<file path="src/rtl/lcd_text_fetch.sv">
// Fetches one frame of text words from on-chip memory and streams the
// characters out one byte at a time over a valid/ready handshake.
module lcd_text_fetch #(
    parameter logic [10:0] BASE_DEFAULT = 11'h000,
    parameter int          NUM_WORDS    = 8,
    parameter bit          SANITIZE     = 1'b1
) (
    input  logic        clk,
    input  logic        reset,
    input  logic        start,
    input  logic [10:0] base_addr,
    output logic        busy,
    output logic        done,
    output logic [10:0] mem_address,
    output logic        mem_chipselect,
    output logic        mem_write,
    output logic [3:0]  mem_byteenable,
    output logic        mem_clken,
    input  logic [31:0] mem_readdata,
    output logic [7:0]  char_data,
    output logic        char_valid,
    input  logic        char_ready,
    output logic        char_last,
    output logic [5:0]  char_index
);

    typedef enum logic [2:0] {
        IDLE    = 3'd0,
        READ    = 3'd1,
        CAPTURE = 3'd2,
        EMIT    = 3'd3,
        FINISH  = 3'd4
    } state_t;

    localparam logic [4:0] LAST_WORD = 5'(NUM_WORDS - 1);

    state_t      state_q, state_d;
    logic [10:0] base_q, base_d;
    logic [3:0]  word_q, word_d;
    logic [1:0]  byte_q, byte_d;
    logic [31:0] buf_q, buf_d;
    logic [7:0]  raw_byte;
    logic        in_emit;
    logic        in_mem;

    always_ff @(posedge clk) begin
        if (reset) begin
            state_q <= IDLE;
            base_q  <= 11'd0;
            word_q  <= 4'd0;
            byte_q  <= 2'd0;
            buf_q   <= 32'd0;
        end else begin
            state_q <= state_d;
            base_q  <= base_d;
            word_q  <= word_d;
            byte_q  <= byte_d;
            buf_q   <= buf_d;
        end
    end

    always_comb begin
        state_d = state_q;
        base_d  = base_q;
        word_d  = word_q;
        byte_d  = byte_q;
        buf_d   = buf_q;
        case (state_q)
            IDLE: begin
                if (start) begin
                    base_d  = (base_addr == 11'd0) ? BASE_DEFAULT : base_addr;
                    word_d  = 4'd0;
                    byte_d  = 2'd0;
                    state_d = READ;
                end
            end
            READ: state_d = CAPTURE;
            CAPTURE: begin
                buf_d   = mem_readdata;
                byte_d  = 2'd0;
                state_d = EMIT;
            end
            EMIT: begin
                if (char_ready) begin
                    byte_d = byte_q + 2'd1;
                    if (byte_q == 2'd3) begin
                        if ({1'b0, word_q} < LAST_WORD) begin
                            word_d  = word_q + 4'd1;
                            state_d = READ;
                        end else begin
                            state_d = FINISH;
                        end
                    end
                end
            end
            FINISH: state_d = IDLE;
            default: state_d = IDLE;
        endcase
    end

    // Little-endian byte select from the captured word
    always_comb begin
        raw_byte = buf_q[7:0];
        case (byte_q)
            2'd0: raw_byte = buf_q[7:0];
            2'd1: raw_byte = buf_q[15:8];
            2'd2: raw_byte = buf_q[23:16];
            2'd3: raw_byte = buf_q[31:24];
            default: raw_byte = buf_q[7:0];
        endcase
    end

    assign in_emit = (state_q == EMIT);
    assign in_mem  = (state_q == READ) || (state_q == CAPTURE);

    assign busy           = (state_q != IDLE);
    assign done           = (state_q == FINISH);
    assign mem_address    = in_mem ? (base_q + {7'd0, word_q}) : 11'd0;
    assign mem_chipselect = (state_q == READ);
    assign mem_clken      = in_mem;
    assign mem_write      = 1'b0;
    assign mem_byteenable = 4'hF;

    always_comb begin
        char_data = 8'd0;
        if (in_emit) begin
            if (SANITIZE && ((raw_byte < 8'h20) || (raw_byte > 8'h7E)))
                char_data = 8'h20;
            else
                char_data = raw_byte;
        end
    end

    assign char_valid = in_emit;
    assign char_index = in_emit ? {word_q, byte_q} : 6'd0;
    assign char_last  = in_emit && ({1'b0, word_q} == LAST_WORD)
                        && (byte_q == 2'd3);

endmodule

</file>
<file path="config.mk">
export PLATFORM = sky130hd
export DESIGN_NAME = lcd_text_fetch
export DESIGN_NICKNAME = d
export VERILOG_FILES = /design/src/rtl/lcd_text_fetch.sv
export SDC_FILE = /design/constraint.sdc
export NUM_CORES = 1
export LEC_CHECK = 0
export ABC_AREA = 1
export BUFFER_PORTS_ARGS = -buffer_cell sky130_fd_sc_hd__buf_4
export CORE_ASPECT_RATIO = 1.2
export CORE_MARGIN = 2
export CORE_UTILIZATION = 52
export DETAILED_ROUTE_END_ITERATION = 6
export PLACE_DENSITY = 0.9
export SYNTH_ARGS = -nofsm -noshare
export SYNTH_HDL_FRONTEND = slang
export SYNTH_SLANG_ARGS = --single-unit
</file>
<file path="constraint.sdc">
create_clock -name clk -period 1.6 [get_ports clk]
set_input_delay 0 -clock clk [delete_from_list [all_inputs] [get_ports clk]]
set_output_delay 0 -clock clk [all_outputs]
set_load 0.01 [all_outputs]
</file>
==> results.md <==
| Metric | Value | Unit |
|:---|:---|:---|
| Mean Syn Cell Area | 6.54 | um2 |
| Netlist area before placement | 0.00281 | mm2 |
| Setup skew after layout | 0.00715 | ns |
| Global-route wire length before repair | 15.5 | mm |
| Vias in the first global route | 3486 | - |
| Placed cell areas | 0.00352 | mm2 |
| Highest achievable clock rate | 479 | MHz |
| Fill cell count | 274 | - |
| Clock buffers created by TritonCTS | 5 | - |
| Run status | complete, but fails checks | - |
| Unrepaired setup endpoints after global routing | yes | - |
| Number of antenna cells inserted | 0 | - |
| Async S/R FF share, synth | 0 | % |
| Slowest cell delay on critical path | 0.37 | ns |
| Crit Path Class | reg2out | - |
| Clock latency on the worst-skew pair | 0.31 | ns |
| Top-level I/O count | 83 | - |
| Leading post-synthesis cells by cell area | dfxtp_1 (37%), nor2_1 (18%), nand2_1 (8.9%) | - |
| Number of remaining DRC errors | 0 | - |
| Proportion of synthesized area in mux cells | 0 | % |
| Combined area of the multi-input logic cells | 0.00188 | mm2 |
| Layout area overhead | 63.8 | % |
| # setup viols final | 18 | - |
| Final wirelength | 10.6 | mm |
| Synthesized instance count | 430 | - |
| Number of antenna violations at the first check in global routing | 0 | - |
| Period utilization | 130 | % |
| Power per Cell Area | 901 | mW/mm2 |
| Clock root buffer | clkbuf_8 | - |
| Compound-cell area share of the yosys netlist | 13.4 | % |
| Via density | 5.56 | - |
| Weighted congestion reported at the end of routability-driven placement | 0.939 | - |
| Layout cell share with drive strength beyond 1 | 36.9 | % |
| Largest net degree at the start of global routing | 33 | - |
| Prevailing post-synth register cell | dfxtp_1 | - |
| Number of vias after detailed routing | 3533 | - |
| Worst Slack Setup Final | -0.487 | ns |
| Worst EP required | 1.60 | ns |
| All-Layer GR Usage | 32.6 | % |
| Number of synthesized flops with an enable pin | 0 | - |
| Synth Warn # | 0 | - |
| Critical-path cell with the highest stage delay | dfxtp_4 | - |
| Total Nets Final | 630 | - |
| Starting density of the core | 53.4 | % |
| Number of DRC markers in iteration 0 | 223 | - |
| Overall power of the completed layout | 4.15 | mW |
| Leakage power | 2.06 | nW |
| TritonCTS Sinks | 52 | - |
| Sequential standard cell area | 0.00106 | mm2 |
| Maximum number of buffers from clock root to sink | 2 | - |
| Max-Cap Viols | 0 | - |
| Post-route minimum period | 2.09 | ns |
| Hold crit path type | in2reg | - |
| Y dimension of the die | 84.6 | um |
| Die footprint | 0.00601 | mm2 |
| Critical Path, Cell by Cell | inv_4 -> buf_6 -> ha_4 -> nand2_1 -> nand2_1 -> nor2_1 -> nor2_1 -> nand2_1 -> nor2_1 -> nand2_1 -> nand2_4 -> nor2_2 -> buf_4 | - |
| Antenna-violating nets left | 0 | - |
| Area of the core | 0.00526 | mm2 |
| Grt ovf | 0 | - |
| Max-slew violation count | 0 | - |
| Row count | 29 | - |
| Dominant combinational cell family by area after synthesis | simple AND/OR/NAND/NOR gates | - |
| Average detailed-routed wire length per instance | 16.6 | um |
| Count of cell types in the netlist | 31 | - |
| # port buffers | 76 | - |
| Synth area leader | dfxtp_1 | - |
| Post-synthesis share of cell area spent on xor and xnor gates | 0.623 | % |
| Maximum fanout count along the critical path | 8 | - |
| Detailed-router iteration count before antenna repair | 5 | - |
| Detailed-placement wirelength estimate | 5.82 | mm |
| Dpl ws | -0.182 | ns |
| Maximum ir drop on the vdd rail | 0.653 | mV |
| Signal arrival time at the worst endpoint | 2.09 | ns |
| Post-synthesis register bit count | 52 | - |
| Max H-tree Level | 2 | - |
| Clock transition at the registers of the reported paths | 0.09 | ns |
| Worst Hold Margin | 0.174 | ns |
| Setup crit end kind | primary output | - |
| Synth Area in Simple Gates | 34.4 | % |
| Adder-cell share of the synthesized area | 4.72 | % |
| Finished Cell Area | 0.00460 | mm2 |
| Area share of the largest cell type after synthesis | 37.0 | % |
| Failing checks | setup timing | - |
| Final Hold Viols | 0 | - |
| Most numerous cell on the critical path | nand2_1 | - |
| Sequential cell area fraction in the yosys report | 37.0 | % |
| Crit start category | register | - |
| CTS tree | yes | - |
| DIE WIDTH | 71.1 | um |
power by group:
group          switching [mW]  total (mW)  internal (mW)
registers               0.192        1.72           1.53
clock network           0.441       0.791          0.351
logic                   0.940        1.64          0.697
total                    1.57        4.15           2.58
worst max-delay path: cells and delay by family, from the launching register on:
family | cells | cell delay, ns
simple gates | 9 | 0.90
flops | 1 | 0.37
buf+inv | 3 | 0.31
fa+ha+maj | 1 | 0.19
sequential cells by signal, indices dropped and copies added (netlist names):
register  cells
base_q       11
buf_q        32
byte_q        2
state_q       3
word_q        4
final timing paths:
path               from  depth (start not counted)           end  slack, ns
min reg2reg   buf_q[10]                          2     buf_q[10]       0.53
min          char_ready                          4     byte_q[1]       0.17
max           byte_q[1]                         13  char_data[0]      -0.49
max reg2reg   byte_q[1]                          8     word_q[2]          0
cell families (layout without fill, tap and decap cells):
kind of cell | after synthesis | count (layout)
DFF | 52 | 52
AOI/OAI and AO/OA | 72 | 72
adders and majority gates | 10 | 10
buffers and inverters | 58 | 198
other | 2 | 6
xor gates and xnor gates | 2 | 2
and+or+nand+nor | 234 | 234
synthesized netlist by cell type, types with 2 or more instances:
cell type and instances:
nor2_1 133, nand2_1 67, dfxtp_1 52, o21ai_0 47
inv_1 29, a21oi_1 16, nand3_1 13, ha_1 9
clkbuf_1 8, buf_4 7, buf_2 6, inv_2 6
nand4_1 5, nor3_1 4, a211oi_1 3, nor2_2 3
buf_6 2, conb_1 2, nand2_2 2, nor2_4 2
nor3_2 2, o21ai_1 2, o21bai_1 2
layer usage:
layer	GRT usage (%)	wire [um]	vias up	part of all wire [%]
li1	-	-	1639	-
met3	4.92	640	57	6.1
met2	62.5	5700	214	54
met1	33.4	3670	1623	35
met4	16.1	538	0	5.1
met5	0	0	-	0
cells in the final DEF, fill, tap and decap left out, types with 6 or more instances in the layout:
cell type      count
dfxtp_2            9
inv_1             25
nand2_1           51
dfxtp_1           40
o21ai_0           45
ha_4               9
buf_4            102
a21oi_2            7
nand2_2           13
nand3_2            7
conb_1             6
dlygate4sd3_1     44
nor2_1           121
nor2_2            12
clkbuf_8           6
a21oi_1            8
buf_6              6
nand3_1            6
through the flow:
| step | std cells | utilization (%) | TNS [ns] |
|---|---|---|---|
| after floorplan | 434 | - | 0 |
| after global placement | 570 | 66.9 | -0.0959 |
| after detailed placement | 570 | 66.9 | -1.25 |
| after CTS | 632 | 83.0 | -3.08 |
| after global routing | 636 | 87.5 | -6.33 |
| final | 636 | 87.5 | -4.72 |
area by class of cell:
class / count / share of cell area [%]
clock inverter: 2 / 0.326
clock buffer: 6 / 1.79
multi-input combinational: 324 / 40.8
sequential: 52 / 23.1
timing repair buffer: 155 / 29.1
tap: 62 / 1.68
inverter: 35 / 3.18
timing repair:
action / in CTS / in global routing
gates cloned: 1 / 0
hold endpoints to repair: 48 / 0
hold buffers: 44 / 0
pin swaps: 18 / 25
buffers inserted: 9 / 5
setup endpoints to repair: 21 / 24
resized for setup: 61 / 51
(Power assumes the default switching activity.)
